**config.mk**
```make
export PLATFORM = sky130hd
export DESIGN_NAME = ram_dump_ctrl_flat
export DESIGN_NICKNAME = d
export VERILOG_FILES = /design/src/rtl/ram_dump_ctrl_pkg.sv /design/src/rtl/ram_dump_ctrl_if.sv /design/src/rtl/ram_dump_ctrl_rd_lat_cnt.sv /design/src/rtl/ram_dump_ctrl.sv /design/src/flat_wrapper.sv
export SDC_FILE = /design/constraint.sdc
export NUM_CORES = 1
export LEC_CHECK = 0
export BUFFER_PORTS_ARGS = -buffer_cell sky130_fd_sc_hd__buf_2
export CAP_MARGIN = 20
export CORE_UTILIZATION = 50
export DETAILED_ROUTE_END_ITERATION = 7
export PLACE_DENSITY = 0.8
export REMOVE_ABC_BUFFERS = 1
export SLEW_MARGIN = 25
export SYNTH_ARGS = -nofsm -noshare
export SYNTH_HDL_FRONTEND = slang
export SYNTH_SLANG_ARGS = --single-unit
```
**constraint.sdc**
```tcl
create_clock -name clk -period 1.7 [get_ports clk]
set_input_delay 0.34 -clock clk [delete_from_list [all_inputs] [get_ports clk]]
set_output_delay 0.34 -clock clk [all_outputs]
set_load 0.005 [all_outputs]
```
**src/rtl/ram_dump_ctrl_pkg.sv**
```systemverilog
// Shared types and constants for the RAM block debug read-out path.
// Latency: n/a (declarations only).
// Backpressure: n/a.
package ram_dump_ctrl_pkg;

    localparam int IADR_W = 8;   // instruction RAM: 256 x 8
    localparam int DADR_W = 5;   // data RAM: 32 x 8

    localparam logic SEL_IRAM = 1'b0;
    localparam logic SEL_DRAM = 1'b1;

    typedef enum logic [2:0] {
        ST_IDLE  = 3'd0,
        ST_SETUP = 3'd1,
        ST_WAIT  = 3'd2,
        ST_SEND  = 3'd3,
        ST_NEXT  = 3'd4,
        ST_DONE  = 3'd5
    } dump_state_t;

endpackage

```
**src/rtl/ram_dump_ctrl_if.sv**
```systemverilog
// Byte stream from the dump controller to the UART transmit formatter.
// Latency: n/a (wires only).
// Backpressure: valid/ready; the byte transfers when tx_valid && tx_ready.
// Ports: tx_data (byte), tx_valid (master -> slave), tx_ready (slave -> master).
interface ram_dump_ctrl_if;

    logic [7:0] tx_data;
    logic       tx_valid;
    logic       tx_ready;

    modport master (
        output tx_data,
        output tx_valid,
        input  tx_ready
    );

    modport slave (
        input  tx_data,
        input  tx_valid,
        output tx_ready
    );

endinterface

```
**src/rtl/ram_dump_ctrl_rd_lat_cnt.sv**
```systemverilog
// Down-counter timing the RAM read latency; load has priority, stops at zero.
// Latency: cnt_zero reflects the counter register (no combinational path from load).
// Backpressure: none.
// Ports: clk, rst, load, load_val -> cnt_zero.
module ram_dump_ctrl_rd_lat_cnt #(
    parameter int W = 2
) (
    input  logic         clk,
    input  logic         rst,
    input  logic         load,
    input  logic [W-1:0] load_val,
    output logic         cnt_zero
);

    logic [W-1:0] cnt_q;

    always_ff @(posedge clk or posedge rst) begin
        if (rst) begin
            cnt_q <= '0;
        end else if (load) begin
            cnt_q <= load_val;
        end else if (cnt_q != '0) begin
            cnt_q <= cnt_q - W'(1);
        end
    end

    assign cnt_zero = (cnt_q == '0);

endmodule

```
**src/rtl/ram_dump_ctrl.sv**
```systemverilog
// Walks an inclusive IRAM/DRAM address range and streams each byte to the UART formatter.
// Latency: SETUP + RD_LAT wait cycles to first tx_valid; RD_LAT + 2 cycles per byte when tx_ready stays high.
// Backpressure: holds tx_valid/tx_data stable in SEND until tx_ready; abort is honoured after the pending handshake.
// Ports: clk, rst; dump_start/sel/sadr/eadr/abort command; i_/d_ram read address+data; dump_running; tx (master); dump_done.
module ram_dump_ctrl
    import ram_dump_ctrl_pkg::*;
#(
    parameter int IADR_W = ram_dump_ctrl_pkg::IADR_W,
    parameter int DADR_W = ram_dump_ctrl_pkg::DADR_W,
    parameter int RD_LAT = 1
) (
    input  logic              clk,
    input  logic              rst,
    input  logic              dump_start,
    input  logic              dump_sel,
    input  logic [7:0]        dump_sadr,
    input  logic [7:0]        dump_eadr,
    input  logic              dump_abort,
    output logic [IADR_W-1:0] i_ram_radr,
    input  logic [7:0]        i_ram_rdata,
    output logic [DADR_W-1:0] d_ram_radr,
    input  logic [7:0]        d_ram_rdata,
    output logic              dump_running,
    ram_dump_ctrl_if.master   tx,
    output logic              dump_done
);

    localparam int LAT_W = 2;

    dump_state_t       state_q, state_nxt;
    logic              sel_q;
    logic [IADR_W-1:0] cur_q, end_q, cur_inc;
    logic [DADR_W-1:0] d_inc;
    logic [7:0]        tx_data_q;
    logic [7:0]        rd_data;
    logic              lat_zero, lat_load;
    logic              tx_valid_c;

    // DRAM addresses wrap within DADR_W bits; the upper bits of cur_q stay zero.
    assign d_inc   = cur_q[DADR_W-1:0] + DADR_W'(1);
    assign cur_inc = (sel_q == SEL_DRAM) ? IADR_W'(d_inc) : cur_q + IADR_W'(1);
    assign rd_data = (sel_q == SEL_DRAM) ? d_ram_rdata : i_ram_rdata;

    // Reload on every entry into WAIT so each byte gets a full RD_LAT window.
    assign lat_load = (state_nxt == ST_WAIT) && (state_q != ST_WAIT);

    ram_dump_ctrl_rd_lat_cnt #(.W(LAT_W)) u_lat_cnt (
        .clk      (clk),
        .rst      (rst),
        .load     (lat_load),
        .load_val (LAT_W'(RD_LAT - 1)),
        .cnt_zero (lat_zero)
    );

    always_ff @(posedge clk or posedge rst) begin
        if (rst) begin
            state_q <= ST_IDLE;
        end else begin
            state_q <= state_nxt;
        end
    end

    always_comb begin
        state_nxt = state_q;
        case (state_q)
            ST_IDLE:  if (dump_start) state_nxt = ST_SETUP;
            ST_SETUP: state_nxt = dump_abort ? ST_DONE : ST_WAIT;
            ST_WAIT: begin
                if (dump_abort)    state_nxt = ST_DONE;
                else if (lat_zero) state_nxt = ST_SEND;
            end
            ST_SEND: begin
                // Abort never withdraws tx_valid; it only picks DONE over NEXT at the handshake.
                if (tx.tx_ready) begin
                    state_nxt = (dump_abort || (cur_q == end_q)) ? ST_DONE : ST_NEXT;
                end
            end
            ST_NEXT:  state_nxt = dump_abort ? ST_DONE : ST_WAIT;
            ST_DONE:  state_nxt = ST_IDLE;
            default:  state_nxt = ST_IDLE;
        endcase
    end

    always_comb begin
        dump_running = 1'b0;
        dump_done    = 1'b0;
        tx_valid_c   = 1'b0;
        i_ram_radr   = '0;
        d_ram_radr   = '0;
        case (state_q)
            ST_SETUP, ST_WAIT, ST_SEND, ST_NEXT: begin
                dump_running = 1'b1;
                if (sel_q == SEL_DRAM) d_ram_radr = cur_q[DADR_W-1:0];
                else                   i_ram_radr = cur_q;
                tx_valid_c = (state_q == ST_SEND);
            end
            ST_DONE: dump_done = 1'b1;
            default: ;
        endcase
    end

    always_ff @(posedge clk or posedge rst) begin
        if (rst) begin
            sel_q     <= SEL_IRAM;
            cur_q     <= '0;
            end_q     <= '0;
            tx_data_q <= '0;
        end else begin
            if ((state_q == ST_IDLE) && dump_start) begin
                sel_q <= dump_sel;
                if (dump_sel == SEL_DRAM) begin
                    cur_q <= IADR_W'(dump_sadr[DADR_W-1:0]);
                    end_q <= IADR_W'(dump_eadr[DADR_W-1:0]);
                end else begin
                    cur_q <= dump_sadr[IADR_W-1:0];
                    end_q <= dump_eadr[IADR_W-1:0];
                end
            end
            if ((state_q == ST_WAIT) && lat_zero) begin
                tx_data_q <= rd_data;
            end
            if ((state_q == ST_SEND) && (state_nxt == ST_NEXT)) begin
                cur_q <= cur_inc;
            end
        end
    end

    assign tx.tx_data  = tx_data_q;
    assign tx.tx_valid = tx_valid_c;

endmodule

```
**src/flat_wrapper.sv**
```systemverilog
// flat-port wrapper written by rule: the top's interface ports become plain ports
module ram_dump_ctrl_flat import ram_dump_ctrl_pkg::*;
#(
    parameter int IADR_W = ram_dump_ctrl_pkg::IADR_W,
    parameter int DADR_W = ram_dump_ctrl_pkg::DADR_W,
    parameter int RD_LAT = 1
)
  (clk, rst, dump_start, dump_sel, dump_sadr, dump_eadr, dump_abort, i_ram_radr, i_ram_rdata, d_ram_radr, d_ram_rdata, dump_running, dump_done, tx_tx_data, tx_tx_valid, tx_tx_ready);
  ram_dump_ctrl_if tx_i ();
  input  logic clk;
  input  logic rst;
  input  logic dump_start;
  input  logic dump_sel;
  input  logic [7:0] dump_sadr;
  input  logic [7:0] dump_eadr;
  input  logic dump_abort;
  output logic [IADR_W-1:0] i_ram_radr;
  input  logic [7:0] i_ram_rdata;
  output logic [DADR_W-1:0] d_ram_radr;
  input  logic [7:0] d_ram_rdata;
  output logic dump_running;
  output logic dump_done;
  output wire logic [$bits(tx_i.tx_data)-1:0] tx_tx_data;
  output wire logic [$bits(tx_i.tx_valid)-1:0] tx_tx_valid;
  input wire logic [$bits(tx_i.tx_ready)-1:0] tx_tx_ready;
  assign tx_tx_data = tx_i.tx_data;
  assign tx_tx_valid = tx_i.tx_valid;
  assign tx_i.tx_ready = tx_tx_ready;
  ram_dump_ctrl #(.IADR_W(IADR_W), .DADR_W(DADR_W), .RD_LAT(RD_LAT)) u_core (.clk(clk), .rst(rst), .dump_start(dump_start), .dump_sel(dump_sel), .dump_sadr(dump_sadr), .dump_eadr(dump_eadr), .dump_abort(dump_abort), .i_ram_radr(i_ram_radr), .i_ram_rdata(i_ram_rdata), .d_ram_radr(d_ram_radr), .d_ram_rdata(d_ram_rdata), .dump_running(dump_running), .tx(tx_i), .dump_done(dump_done));
endmodule
```
==> flow_summary.yaml, run 1 <==
global_routing:
  track_usage: 0.239
  antenna_found_initial: 0
  grt-ovfl-total: 0
  grt_max_degree: 31
  grt_pass1_vias: 1724
  grt_pass1_wl_um: 7490
worst_setup_path:
  crit_arrival_ns: 1.46
  critical_path_class: "flip-flop to output pin"
  start_kind: "flip-flop"
  crit_fanout: 8
  cp.required_ns: 1.36
  endpoint_kind: "output pin"
sta:
  setup_slack_ns: -0.103
  fin_skew_ns: 0.00984
  tightestPinTransition_ns: 0.377
  rsz0062_at_grt: "true"
  maxSlewHeadroom: 0.749
  hold_ws_ns: 0.116
  timing.fmax_mhz: 555
  drv_slew: 0
  finalCriticalPeriod_ns: 1.80
  fin_crit_sh: 1.06
  setup_viol: 13
  hold_viol: 0
  setup-tns-final_ns: -1.12
synthesis:
  netlist_area_um2: 1850
  synth-compound-area-share: 0.124
  synth_top_family_by_area: "simple AND/OR/NAND/NOR gates"
  synth-simple-area-share: 0.274
  yosys_register_bits: 30
  synthMuxAreaShare: 0.0541
  synth-xor-area-share: 0.0689
  synth_cell_type_count: 39
  postSynthCellCount: 206
  synth_flop_cell: "dfrtp_1"
  synth-edff-count: 0
  synth_seq_area_share: 0.405
  syn_area_per_cell_um2: 8.99
  synth_fa_ha_area_frac: 0.0135
  synth_warnings: 0
  async_flop_share: 1.00
routing:
  viasPerCell: 5.23
  via_count: 1751
  drt-initial-drc-count: 92
  drc: 0
  drtAntennaViolNets: 0
  firstDrtPassIters: 4
  routed_wl_um: 4430
  wire_per_inst_um: 13.2
die:
  std_cell_rows: 21
  die-area_um2: 3950
  io_pins: 62
  initial_core_util: 0.538
  die_y_um: 62.9
  die_w_um: 62.9
  coreArea_um2: 3440
layout:
  syn2layout_area_growth_pct: 32.2
  nNetsFinal: 328
  antenna_cells: 0
  drive_gt1_frac: 0.370
clock_network:
  cts_root_buffer: "clkbuf_8"
  clock_path_buffers: 2
  cts_tree: "done"
  clk_pin_slew_ns: 0.07
  insertion_delay_ns: 0.28
  cts.sink_count: 30
  cts_buffers: 5
  htreeDepth: 2
job:
  cap_viol_max_count: 0
run_status:
  status: "finished, violations left"
  violations: "setup timing"
pwr:
  power-per-cell-area_nw_per_um2: 1730
  irDropWorstVdd_v: 0.000988
  p_leak_nw: 1.27
placed_design:
  port_buffers: 61
  dpl.hpwl_um: 3300
  place.gp.congestion: 0.800
worst_hold_path:
  min_path_type: "input pin to async pin"
## synth_stat cells, drive strengths merged (6+ instances only)
master / instances / share of area
nand2b: 6 / 0.020
dfrtp: 30 / 0.41
nor2: 19 / 0.039
o21ai: 9 / 0.030
nand3: 8 / 0.022
and2: 8 / 0.027
nand2: 34 / 0.069
a21oi: 10 / 0.027
xnor2: 10 / 0.059
and3: 9 / 0.030
buf: 11 / 0.043
inv: 6 / 0.012
mux2i: 10 / 0.054
## worst paths after layout
check                                        from               to  slack, ns  depth (start not counted)
worst max-delay path            u_core.state_q[1]    i_ram_radr[4]      -0.10                          5
worst min-delay path                          rst  u_core.end_q[6]       0.12                          3
worst max register to register  u_core.state_q[2]  u_core.cur_q[7]       0.07                          6
worst min register to register    u_core.end_q[1]  u_core.end_q[1]       0.51                          2
max in group asynchronous                     rst  u_core.cur_q[3]       1.30                          3
min in group clk                     dump_eadr[1]  u_core.end_q[1]       0.26                          3
## critical path, cell delays in order, from the launching register on
cell	delay (ns)
dfrtp_1	0.42
nor2_2	0.15
xnor2_1	0.10
and2b_2	0.24
and2_1	0.16
buf_2	0.12
## registers in the layout, indices dropped and copies added, names as in the netlist
signal and count:
u_core.sel_q 1, u_core.cur_q 8, u_core.tx.tx_data 8, u_core.end_q 8, u_core.state_q 3, u_core.u_lat_cnt.cnt_q 2
## layer usage
layer	track usage	routed length, um	share of wire
met2	0.414	2180	0.49
met5	0	0	0
met3	0.0347	226	0.051
met1	0.305	1970	0.45
met4	0.0756	53	0.012
## layout by cell type (no fill, tap or decap), drive strengths merged, types with 3 or more instances in the layout
master and count:
buf 87, nand2 34, dfrtp 30, nor2 19, a21oi 10, mux2i 10, o21ai 10, xnor2 10
and3 9, nand3 8, and2 8, clkbuf 7, nand2b 6, inv 6, nor3 3, nand3b 3
a21o 3, o211ai 3
## power breakdown
part | total, mW | internal [mW] | switching, mW
clock network | 0.583 | 0.326 | 0.257
logic | 2.38 | 1.18 | 1.20
registers | 1.28 | 1.04 | 0.239
## what timing repair did
item                                    in CTS  in global routing
cloned                                       0                  1
endpoints found under the setup margin      13                 19
pin swaps                                   12                  3
hold endpoints to repair                     0                  0
resized for setup                            2                  5
hold buffers                                 0                  0
buffers inserted                             2                  3
## layout make-up
type / count / area (um2)
Timing Repair Buffer: 87 / 513
Clock buffer: 7 / 86.3
Clock inverter: 1 / 5.00
Sequential cell: 30 / 751
Tap cell: 46 / 57.6
Inverter: 6 / 22.5
Multi-Input combinational cell: 158 / 1010
Fill cell: 280 / 993
## logic make-up (layout without fill, tap and decap cells)
logic type | count (synthesis) | after routing
AO/OA/AOI/OAI | 35 | 36
XOR/XNOR | 12 | 12
adder cells (fa/ha/maj) | 2 | 2
buffers and inverters | 19 | 101
flip-flops | 30 | 30
multiplexers | 10 | 10
AND/OR/NAND/NOR | 98 | 98
## stage by stage
step	cell area [um2]	worst slack, ns	power (mW)	cells	utilization
after global routing	2450	-0.183	4.59	335	0.711
after detailed placement	2280	0.0455	3.49	321	0.664
final	2450	-0.103	4.24	335	0.711
after global placement	2280	0.0689	3.42	321	0.664
after CTS	2390	-0.0628	4.13	331	0.696
after floorplan	1760	0.0176	2.60	193	-
Power figures use the tool's default switching activity.
==> run 2: changes to the inputs <==
BUFFER_PORTS_ARGS = -buffer_cell sky130_fd_sc_hd__buf_4   (was -buffer_cell sky130_fd_sc_hd__buf_2)
==> flow_summary.yaml, run 2 (synthesis results as in run 1) <==
routing:
  routed_wl_um: 4590
  drt-initial-drc-count: 122
  firstDrtPassIters: 4
  drtAntennaViolNets: 0
  drc: 0
  viasPerCell: 5.20
  wire_per_inst_um: 13.7
  via_count: 1748
pwr:
  p_leak_nw: 1.35
  irDropWorstVdd_v: 0.000944
  power_frac_comb: 0.567
  p_clk_frac: 0.155
  swShare: 0.379
  pwr-share-seq: 0.278
  power-per-cell-area_nw_per_um2: 1740
  p_int_mw: 2.88
  p_switching_mw: 1.76
sta:
  fin_skew_ns: 0.00487
  setup_slack_ns: -0.165
  fin_crit_sh: 1.10
  finalCriticalPeriod_ns: 1.87
  tightestPinTransition_ns: 0.392
  maxSlewHeadroom: 0.739
  rsz0062_at_grt: "true"
  timing.fmax_mhz: 536
  drv_slew: 0
  setup_viol: 14
  hold_viol: 0
  hold_ws_ns: 0.132
  setup-tns-final_ns: -1.77
worst_setup_path:
  cp.required_ns: 1.36
  critical_path_class: "flip-flop to output pin"
  slowest_delay_ns: 0.40
  crit_arrival_ns: 1.53
  rrSetupSlack_ns: 0.06
  crit_fanout: 8
  start_kind: "flip-flop"
  cp_top_family: "simple AND/OR/NAND/NOR gates"
  cp_num_buf_inv: 1
  critical-path-slowest-cell: "dfrtp_1"
  crit_chain: "nor2_2, xnor2_2, and2b_2, and2_1, buf_4"
  endpoint_kind: "output pin"
job:
  cap_viol_max_count: 0
global_routing:
  antenna_found_initial: 0
  track_usage: 0.257
  grt-ovfl-total: 0
  grt_pass1_wl_um: 7730
  grt_max_degree: 31
  grt_pass1_vias: 1707
run_status:
  violations: "setup timing"
  status: "finished, violations left"
die:
  coreArea_um2: 3440
  die_y_um: 62.9
  std_cell_rows: 21
  die_w_um: 62.9
  initial_core_util: 0.538
  die-area_um2: 3950
  io_pins: 62
layout:
  nNetsFinal: 329
  fill_cells: 239
  final_area_um2: 2670
  fin_util: 0.776
  syn2layout_area_growth_pct: 44.2
  antenna_cells: 0
  drive_gt1_frac: 0.390
  multi_input_area_um2: 1030
  final_common_cell: "buf_4"
  regArea_um2: 751
  mostFrequentLayoutCells: "82 x buf_4, 34 x nand2_1, 30 x dfrtp_1, 17 x nor2_1"
clock_network:
  cts_tree: "done"
  clk_pin_slew_ns: 0.07
  holdBufCountCts: 0
  insertion_delay_ns: 0.29
  cts_root_buffer: "clkbuf_8"
  htreeDepth: 2
  cts_buffers: 5
  cts.sink_count: 30
  clock_path_buffers: 2
placed_design:
  place.gp.congestion: 0.811
  port_buffers: 61
  dp_slack_ns: 0.0388
  placed_cell_area_um2: 2450
  dpl.hpwl_um: 3300
worst_hold_path:
  min_path_type: "input pin to async pin"
## run 2: per-stage QoR
stage                     cells  power (mW)
after global routing        336        4.97
after floorplan             193        2.60
after detailed placement    323        3.66
after CTS                   335        4.46
final                       336        4.65
after global placement      323        3.59
## run 2: per-layer routing
metal  GRT usage  wire length (um)  vias to the layer above
met5           0                 0                        -
met4       0.140                77                        0
met1       0.317              1980                      821
met2       0.423              2310                       54
met3      0.0511               213                        7
li1            -                 -                      866
## run 2: final timing paths
kind,start,endpoint,depth (start not counted)
setup / recovery,u_core.state_q[0],i_ram_radr[2],5
setup reg to reg,u_core.state_q[0],u_core.cur_q[7],9
max in group asynchronous,rst,u_core.u_lat_cnt.cnt_q[1],3
hold reg to reg,u_core.end_q[0],u_core.end_q[0],2
hold / removal,rst,u_core.tx.tx_data[4],3
min in group clk,dump_eadr[0],u_core.end_q[0],3
## run 2: cell type report
type,instances,share of cell area
multi-input combinational,157,0.385
sequential,30,0.281
inverter,6,0.00843
timing repair buffer,89,0.263
clock buffer,5,0.0258
clock inverter,3,0.0150
tap,46,0.0216
## run 2: repair_timing
item / 4_1_cts / 5_1_grt
pin swaps: 1 / 2
endpoints found under the setup margin: 14 / 17
setup buffers: 4 / 1
gates resized for setup: 2 / 13
## run 2: worst min-delay path: stages
cell   delay (ns)
buf_4        0.11
inv_1        0.04
buf_4        0.35
## run 2: power by group through the flow
stage | Sequential, mW | Combinational [mW] | Clock (mW)
2_1_floorplan | 1.41 | 1.19 | 0
3_3_place_gp | 1.26 | 2.33 | 0
3_5_place_dp | 1.28 | 2.38 | 0
4_1_cts | 1.27 | 2.47 | 0.718
5_1_grt | 1.32 | 2.88 | 0.764
6_report | 1.29 | 2.64 | 0.720
